File: src/rtl/adc_spi_responder.sv
// SPI responder emulating a 16-bit ADC: serves parallel samples MSB-first on MISO
// in response to CNV/SCK, which are oversampled and synchronized on the system clock.
module adc_spi_responder #(
  parameter int WIDTH       = 16,
  parameter int SYNC_STAGES = 2
) (
  input  logic             clk_i,
  input  logic             reset_ni,
  input  logic [WIDTH-1:0] sample_i,
  input  logic             sample_valid_i,
  input  logic             cnv_i,
  input  logic             spi_clk_i,
  output logic             spi_miso_o,
  output logic             busy_o,
  output logic             frame_done_o,
  output logic             frame_err_o,
  output logic [15:0]      frame_count_o
);

  localparam int CW = $clog2(WIDTH + 1);

  typedef enum logic [1:0] {
    IDLE,
    CONVERT,
    SHIFT
  } state_t;

  state_t state, state_n;

  logic [SYNC_STAGES-1:0] cnv_sync, sck_sync;
  logic                   cnv_d, sck_d;
  logic                   cnv_rise, cnv_fall, sck_fall;

  logic [WIDTH-1:0] hold, shift, shift_n;
  logic [CW-1:0]    bit_cnt, bit_cnt_n;
  logic             miso_n, done_n, err_n;
  logic [15:0]      count_n;

  // Edge pulses are registered so every action lands a fixed SYNC_STAGES+2 cycles
  // after the pin edge.
  // NOTE: sequential state uses non-blocking assignments so all flops sample
  // pre-edge values regardless of statement order.
  always_ff @(posedge clk_i or negedge reset_ni) begin
    if (!reset_ni) begin
      cnv_sync <= '0;
      sck_sync <= '0;
      cnv_d    <= 1'b0;
      sck_d    <= 1'b0;
      cnv_rise <= 1'b0;
      cnv_fall <= 1'b0;
      sck_fall <= 1'b0;
    end else begin
      cnv_sync <= {cnv_sync[SYNC_STAGES-2:0], cnv_i};
      sck_sync <= {sck_sync[SYNC_STAGES-2:0], spi_clk_i};
      cnv_d    <= cnv_sync[SYNC_STAGES-1];
      sck_d    <= sck_sync[SYNC_STAGES-1];
      cnv_rise <= cnv_sync[SYNC_STAGES-1] & ~cnv_d;
      cnv_fall <= ~cnv_sync[SYNC_STAGES-1] & cnv_d;
      sck_fall <= ~sck_sync[SYNC_STAGES-1] & sck_d;
    end
  end

  always_ff @(posedge clk_i or negedge reset_ni) begin
    if (!reset_ni) begin
      hold <= '0;
    end else if (sample_valid_i) begin
      hold <= sample_i;
    end
  end

  always_ff @(posedge clk_i or negedge reset_ni) begin
    if (!reset_ni) begin
      state         <= IDLE;
      shift         <= '0;
      bit_cnt       <= '0;
      spi_miso_o    <= 1'b0;
      frame_done_o  <= 1'b0;
      frame_err_o   <= 1'b0;
      frame_count_o <= '0;
    end else begin
      state         <= state_n;
      shift         <= shift_n;
      bit_cnt       <= bit_cnt_n;
      spi_miso_o    <= miso_n;
      frame_done_o  <= done_n;
      frame_err_o   <= err_n;
      frame_count_o <= count_n;
    end
  end

  // NOTE: every signal gets a default before any branch so no latch is inferred.
  always_comb begin
    state_n   = state;
    shift_n   = shift;
    bit_cnt_n = bit_cnt;
    miso_n    = spi_miso_o;
    done_n    = 1'b0;
    err_n     = frame_err_o;
    count_n   = frame_count_o;

    if (cnv_rise) begin
      // A new CNV always restarts the frame; mid-frame it also flags an abort.
      shift_n   = sample_valid_i ? sample_i : hold;
      bit_cnt_n = '0;
      miso_n    = 1'b0;
      state_n   = CONVERT;
      if (state != IDLE) err_n = 1'b1;
    end else begin
      unique case (state)
        IDLE: ;
        CONVERT: begin
          miso_n = 1'b0;
          if (cnv_fall) begin
            miso_n  = shift[WIDTH-1];
            state_n = SHIFT;
          end
        end
        SHIFT: begin
          if (sck_fall) begin
            bit_cnt_n = bit_cnt + 1'b1;
            if (bit_cnt == CW'(WIDTH - 1)) begin
              state_n = IDLE;
              miso_n  = 1'b0;
              done_n  = 1'b1;
              count_n = frame_count_o + 16'd1;
            end else begin
              shift_n = {shift[WIDTH-2:0], 1'b0};
              miso_n  = shift[WIDTH-2];
            end
          end
        end
        default: state_n = IDLE;
      endcase
    end
  end

  assign busy_o = (state != IDLE);

endmodule

File: config.mk
export PLATFORM = sky130hd
export DESIGN_NAME = adc_spi_responder
export DESIGN_NICKNAME = d
export VERILOG_FILES = /design/src/rtl/adc_spi_responder.sv
export SDC_FILE = /design/constraint.sdc
export NUM_CORES = 1
export LEC_CHECK = 0
export ABC_CLOCK_PERIOD_IN_PS = 2800
export BUFFER_PORTS_ARGS = -buffer_cell sky130_fd_sc_hd__buf_2
export CAP_MARGIN = 15
export CELL_PAD_IN_SITES_DETAIL_PLACEMENT = 0
export CELL_PAD_IN_SITES_GLOBAL_PLACEMENT = 1
export CORE_ASPECT_RATIO = 0.75
export CORE_MARGIN = 2
export CORE_UTILIZATION = 33
export CTS_BUF_LIST = sky130_fd_sc_hd__clkbuf_4
export CTS_CLUSTER_DIAMETER = 120
export DETAILED_ROUTE_END_ITERATION = 10
export PLACE_DENSITY = 0.56
export SLEW_MARGIN = 20
export SYNTH_ARGS = -nofsm -noshare
export SYNTH_HDL_FRONTEND = slang
export SYNTH_SLANG_ARGS = --single-unit
File: constraint.sdc
create_clock -name clk_i -period 2.8 [get_ports clk_i]
set_clock_uncertainty 0.2 [all_clocks]
set_input_delay 0.14 -clock clk_i [delete_from_list [all_inputs] [get_ports clk_i]]
set_output_delay 0.14 -clock clk_i [all_outputs]
set_load 0.03 [all_outputs]
==> out/results.txt, run 1 <==
Aggregate global-route resource usage = 0.128
Kind of start point of the critical path = flip-flop
Global-route wire length before repair = 8.94 mm
Routed len/inst = 12.9 um
Clock latency on the worst-skew pair = 0.41 ns
Final setup vio count = 0
Most utilized layer in the global route result = met1
Critical-path maximum fanout = 15
Status = complete, no violations
CTS tree = built
Post-synth EDFFs = 0
Clock Pin Slew Worst Setup and Hold Paths = 0.11 ns
Buffers inserted by post-CTS timing repair = 0
Io pins = 41
Number of antenna violations at the first check in global routing = 0
Synth-to-layout area growth = 23.1%
Syn Std Cell Area = 0.00280 mm2
Final period demand of the worst path = 2.26 ns
Worst-path cell chain = ha_1, and3_1, ha_1, nor2_4, mux2i_1, o21ai_1
Commonest cells after routing, fill and taps aside = sky130_fd_sc_hd__dfrtp_1 (67), sky130_fd_sc_hd__buf_2 (40), sky130_fd_sc_hd__nand2_1 (25)
Mean post-synth cell area = 12.4 um2
Data arrival time at the worst-slack endpoint = 2.34 ns
Antenna Violating Nets Remaining = 0
Unrepaired setup endpoints after global routing = no
Mapped Nets = 251
Layout cells sized above 1 = 0.256
Simple-Gate Fraction of Synth Area = 0.134
Synthesized flop and latch total = 67
Maximum number of pins on one net before global-route repair = 43
Met3 Use GR = 0.0422
GR Layer Usage met1 = 0.180
Buffers added on ports = 40
Max transition margin = 0.581
Initial Utilization = 0.336
Num rows = 29
Synth warnings = 0
Largest buffer count on any clock path = 2
Critical path's slowest cell = sky130_fd_sc_hd__nor2_4
Top FF cell, synth = sky130_fd_sc_hd__dfrtp_1
Half-perimeter wire length of the detailed placement result = 3.43 mm
Number of standard cells after synthesis = 226
Met2 demand-to-capacity share in global routing = 0.177
Max rail drop VDD = 0.262 mV
Share of cell area taken by muxes after synthesis = 0.122
Total power = 1.98 mW
Period utilisation layout = 0.806
Cell seen most often among critical-path stages = sky130_fd_sc_hd__ha_1
Setup total negative slack = 0 ns
Post-synth ARST share = 1.00
Required time at the worst-slack endpoint = 2.88 ns
DR vias/cell = 4.54
DIE HEIGHT = 83.8 um
Number of clock sinks seen by CTS = 67
Kind of end point of the critical path = flip-flop
Cts repair resizes = 0
DRC violation count after routing = 0
Leakage power of the design = 1.60 nW
Worst Max-Slew Pin Slew = 0.628 ns
Final hold violation count = 0
Distinct cell type count of the synthesized netlist = 36
Final antenna diode count = 0
Final #Nets = 313
Placeable core area = 0.00835 mm2
Global-route congestion overflow total = 0
First-pass iteration count of the detailed router = 4
Number of max-cap violations = 0
Pwr Density = 573 mW/mm2
Worst hold-check path type = input pin to flip-flop
Vias = 1822
Level count of the clock H-tree = 3
Compound-cell area share of the yosys netlist = 0.0491
Number of global-route vias before repair = 1849
Largest stage delay on the critical path = 0.50 ns
Register area share after synthesis = 0.598
Synth Area in XOR/XNOR = 0.0563
Iteration-0 DRC Markers = 55
Number of fill cells in the layout = 853
Combinational family with the most area after synthesis = simple AND/OR/NAND/NOR gates
Max Clk Rate = 443 MHz
Total count of max-transition violations in the final report = 0
Most common library cell in the layout ignoring fill and taps = sky130_fd_sc_hd__dfrtp_1
X dimension of the die = 110 um
DIE AREA = 0.00925 mm2
Root cell of the clock tree = sky130_fd_sc_hd__clkbuf_4
TritonCTS buffer count = 9
Detailed Route WL = 5.16 mm
Critical Setup Path Class = flip-flop to flip-flop
RePlAce Congestion = 0.718
Adder-Cell Fraction of Synth Area = 0.0179
synth_stat cells (all sizes together), types with 3 or more instances:
cell type  count  area, um2
xnor2          9       78.8
mux2          17        191
nor2b          3       18.8
xor2           9       78.8
buf            5       37.5
nand3          5       25.0
nor2           9       41.3
and3           3       18.8
mux2i         15        150
dfrtp         67       1680
clkbuf         5       18.8
nand2         25       93.8
ha             4       50.1
o21ai         17       85.1
nand4          7       43.8
nor3           3       15.0
path summary, 6_finish.rpt:
kind                                to  slack, ns      startpoint  cells after the start
setup / recovery             shift[13]       0.54      bit_cnt[0]                      6
hold / removal                 hold[1]       0.07  sample_valid_i                      2
setup reg to reg             shift[13]       0.54      bit_cnt[0]                      6
hold reg to reg            sck_sync[1]       0.16     sck_sync[0]                      0
max in group asynchronous     state[1]       1.68        reset_ni                      3
min in group asynchronous      hold[2]       0.08        reset_ni                      2
per-stage QoR:
stage / hold slack, ns / cells / utilization / setup slack, ns / area, um2
6_report: 0.0673 / 401 / 0.413 / 0.543 / 3450
5_1_grt: 0.0599 / 401 / 0.413 / 0.379 / 3450
4_1_cts: 0.0454 / 401 / 0.413 / 0.499 / 3450
3_5_place_dp: 0.00617 / 366 / 0.372 / 0.540 / 3110
3_3_place_gp: 0.00498 / 366 / 0.372 / 0.586 / 3110
2_1_floorplan: -0.356 / 226 / - / 0.732 / 2800
sequential cells by signal, summed over array words and instances (netlist names):
register	cells
bit_cnt	5
cnv_d	1
cnv_fall	1
cnv_rise	1
cnv_sync	2
frame_count_o	16
frame_done_o	1
frame_err_o	1
hold	16
sck_d	1
sck_fall	1
sck_sync	2
shift	16
spi_miso_o	1
state	2
per-layer routing:
metal  vias up  wire (um)
met2        31       2130
met3         8        220
met4         0         95
li1        912          -
met1       871       2710
met5         -          0
worst max-delay path: cells and delay by family, from the launching register on:
family | cells | cell delay [ns]
compound gates | 1 | 0.07
fa+ha+maj | 2 | 0.49
flops | 1 | 0.42
mux | 1 | 0.27
simple gates | 2 | 0.69
power breakdown:
part / internal (mW) / switching, mW / leakage [nW]
Clock: 0.352 / 0.337 / 0.0845
Sequential: 1.04 / 0.0433 / 0.847
Combinational: 0.100 / 0.0994 / 0.668
Total: 1.50 / 0.480 / 1.60
final cells by class:
cell class,count,area (um2),share of cell area
well taps,108,135,0.0392
clock inverters,7,82.6,0.0239
inverters,2,7.51,0.00218
flip-flops and latches,67,1680,0.486
clock buffers,9,67.6,0.0196
repair buffers,61,418,0.121
multi-input cells,147,1060,0.308
kinds of logic after synthesis:
logic type,after synthesis
xor gates and xnor gates,18
AOI/OAI and AO/OA,25
DFF,67
buffers and inverters,12
muxes,32
adders and majority gates,4
and+or+nand+nor,68
timing repair:
action | 4_1_cts | 5_1_grt
setup endpoints to repair | 0 | 0
hold buffers | 19 | 0
hold endpoints to repair | 59 | 0
No activity file was read; power rests on OpenSTA's default activity.
==> run 2: changes to the inputs <==
--- a/config.mk
+++ b/config.mk
@@ -5,7 +5,8 @@
 export SDC_FILE = /design/constraint.sdc
 export NUM_CORES = 1
 export LEC_CHECK = 0
-export ABC_CLOCK_PERIOD_IN_PS = 2800
+export ABC_AREA = 1
+export ABC_CLOCK_PERIOD_IN_PS = 1930
 export BUFFER_PORTS_ARGS = -buffer_cell sky130_fd_sc_hd__buf_2
 export CAP_MARGIN = 15
 export CELL_PAD_IN_SITES_DETAIL_PLACEMENT = 0
@@ -16,7 +17,7 @@
 export CTS_BUF_LIST = sky130_fd_sc_hd__clkbuf_4
 export CTS_CLUSTER_DIAMETER = 120
 export DETAILED_ROUTE_END_ITERATION = 10
-export PLACE_DENSITY = 0.56
+export PLACE_DENSITY = 0.63
 export SLEW_MARGIN = 20
 export SYNTH_ARGS = -nofsm -noshare
 export SYNTH_HDL_FRONTEND = slang
==> constraint.sdc (replaced) <==
create_clock -name clk_i -period 1.93 [get_ports clk_i]
set_clock_uncertainty 0.2 [all_clocks]
set_input_delay 0.0965 -clock clk_i [delete_from_list [all_inputs] [get_ports clk_i]]
set_output_delay 0.0965 -clock clk_i [all_outputs]
set_load 0.03 [all_outputs]
==> out/results.txt, run 2 <==
Final period demand of the worst path = 1.85 ns
Maximum number of pins on one net before global-route repair = 68
Synthesized flop and latch total = 67
Level count of the clock H-tree = 3
Setup total negative slack = 0 ns
Root cell of the clock tree = sky130_fd_sc_hd__clkbuf_4
Leakage power of the design = 2.12 nW
Total count of max-transition violations in the final report = 0
Number of standard cells after synthesis = 374
Antenna Violating Nets Remaining = 0
Number of antenna violations at the first check in global routing = 0
Required time at the worst-slack endpoint = 2.03 ns
Register area share after synthesis = 0.555
Synth warnings = 0
Num rows = 30
Post-synth ARST share = 1.00
Detailed Route WL = 6.73 mm
DIE HEIGHT = 86.8 um
Most common library cell in the layout ignoring fill and taps = sky130_fd_sc_hd__nand2_1
Number of clock sinks seen by CTS = 67
TritonCTS buffer count = 9
Distinct cell type count of the synthesized netlist = 23
Final hold violation count = 0
RePlAce Congestion = 0.797
Most common cell in the netlist = sky130_fd_sc_hd__nand2_1
Synth area leader = sky130_fd_sc_hd__dfrtp_1
DRC violation count after routing = 0
Final standard cell area without fillers = 0.00406 mm2
Unrepaired setup endpoints after global routing = yes
Cell types occupying the most area after synthesis = sky130_fd_sc_hd__dfrtp_1 (56%), sky130_fd_sc_hd__nand2_1 (20%), sky130_fd_sc_hd__inv_1 (5.7%), sky130_fd_sc_hd__o21ai_0 (4.0%), sky130_fd_sc_hd__nor2_1 (3.0%)
Vias = 2529
Data arrival time at the worst-slack endpoint = 1.95 ns
Initial Utilization = 0.337
Syn Std Cell Area = 0.00302 mm2
Max rail drop VDD = 0.552 mV
Final #Nets = 491
Half-perimeter wire length of the detailed placement result = 4.34 mm
Critical Setup Path Class = flip-flop to flip-flop
Placed standard-cell area = 0.00347 mm2
Top FF cell, synth = sky130_fd_sc_hd__dfrtp_1
Mean post-synth cell area = 8.07 um2
Placeable core area = 0.00897 mm2
Post-synth EDFFs = 0
X dimension of the die = 114 um
Clock latency on the worst-skew pair = 0.41 ns
Final setup vio count = 0
Clock Pin Slew Worst Setup and Hold Paths = 0.10 ns
Layout cells sized above 1 = 0.195
Synth-to-layout area growth = 34.5%
Period utilisation layout = 0.958
First-pass iteration count of the detailed router = 4
Io pins = 41
Global-route congestion overflow total = 0
Routed len/inst = 11.5 um
Buffers inserted by post-CTS timing repair = 0
Commonest cells in the netlist = sky130_fd_sc_hd__nand2_1 (162), sky130_fd_sc_hd__dfrtp_1 (67), sky130_fd_sc_hd__inv_1 (46)
Leading registers by flop count = frame_count_o x16, hold x16, shift x16
Worst hold-check path type = input pin to asynchronous set/reset pin
Mapped Nets = 399
Largest buffer count on any clock path = 2
DR vias/cell = 4.34
Buffers added on ports = 40
Final antenna diode count = 0
Global-route wire length before repair = 11.8 mm
Status = complete, no violations
Pwr Density = 835 mW/mm2
DIE AREA = 0.00994 mm2
Critical-path maximum fanout = 4
Max transition margin = 0.693
Kind of end point of the critical path = flip-flop
Number of global-route vias before repair = 2412
Max Clk Rate = 541 MHz
Aggregate global-route resource usage = 0.153
Fraction of synthesized cell area taken by the top area cell type = 0.555
Kind of start point of the critical path = flip-flop
Worst Max-Slew Pin Slew = 0.461 ns
Number of max-cap violations = 0
Iteration-0 DRC Markers = 90
Commonest cells after routing, fill and taps aside = sky130_fd_sc_hd__nand2_1 (157), sky130_fd_sc_hd__dfrtp_1 (67), sky130_fd_sc_hd__inv_1 (45)
CTS tree = built
[run 2: final timing paths]
path                           startpoint               end  slack (ns)  depth (start not counted)
hold reg to reg               cnv_sync[0]       cnv_sync[1]        0.16                          0
setup / recovery               bit_cnt[1]  frame_count_o[3]        0.08                          9
setup reg to reg               bit_cnt[1]  frame_count_o[3]        0.08                          9
max in group asynchronous        reset_ni  frame_count_o[8]        1.21                          3
hold / removal                   reset_ni           hold[2]        0.02                          3
min in group clk_i         sample_valid_i           hold[1]        0.05                          2
[run 2: layout make-up]
| cell class | instances | area [um2] |
|---|---|---|
| clock inverter | 3 | 38.8 |
| fill | 926 | 4910 |
| inverter | 47 | 179 |
| timing repair buffer | 91 | 727 |
| clock buffer | 13 | 97.6 |
| multi-input combinational | 250 | 1200 |
| sequential | 67 | 1680 |
| tap | 112 | 140 |
[run 2: where the power goes]
group          internal [mW]  switching, mW
sequential              1.62          0.110
combinational          0.332          0.408
clock                  0.449          0.476
total                   2.40          0.995
[run 2: metal layers]
metal  share of wire  vias to the layer above  global-route usage
li1                -                     1334                   -
met1            0.55                     1155               0.229
met2            0.40                       32               0.206
met3           0.033                        8              0.0483
met4           0.015                        0              0.0532
met5               0                        -                   0
[run 2: critical path, cell delays in order (launching register included)]
cell                      delay, ns
sky130_fd_sc_hd__dfrtp_1       0.37
sky130_fd_sc_hd__ha_2          0.18
sky130_fd_sc_hd__nand2_2       0.07
sky130_fd_sc_hd__nor2_4        0.13
sky130_fd_sc_hd__ha_4          0.16
sky130_fd_sc_hd__nand3_4       0.07
sky130_fd_sc_hd__nor2_4        0.21
sky130_fd_sc_hd__buf_4         0.17
sky130_fd_sc_hd__nand2_1       0.06
sky130_fd_sc_hd__xnor2_1       0.12
[run 2: cell families after synthesis]
| group | after synthesis | share of synthesized area |
|---|---|---|
| xor+xnor | 8 | 0.0232 |
| mux | 1 | 0.00373 |
| compound gates | 30 | 0.0580 |
| buf+inv | 57 | 0.0734 |
| flops | 67 | 0.555 |
| fa+ha+maj | 4 | 0.0166 |
| simple gates | 207 | 0.270 |
[run 2: repair_timing]
| action | CTS | global route |
|---|---|---|
| gates resized for setup | 1 | 24 |
| pin swaps | 0 | 6 |
| endpoints found under the hold margin | 101 | 0 |
| hold buffers | 34 | 0 |
| endpoints found under the setup margin | 3 | 30 |
| cloned | 0 | 1 |
[run 2: per-stage QoR]
stage | util | hold WS (ns) | std cells | setup slack (ns) | total power, mW
after floorplan | - | -0.399 | 374 | 0.0340 | 2.16
after detailed placement | 0.387 | -0.0512 | 532 | -0.0241 | 2.42
final | 0.453 | 0.0238 | 583 | 0.0811 | 3.39
after global routing | 0.453 | 0.0618 | 583 | -0.0282 | 3.66
after global placement | 0.387 | -0.0480 | 532 | 0.0510 | 2.40
after CTS | 0.440 | 0.00984 | 582 | 0.0322 | 3.43
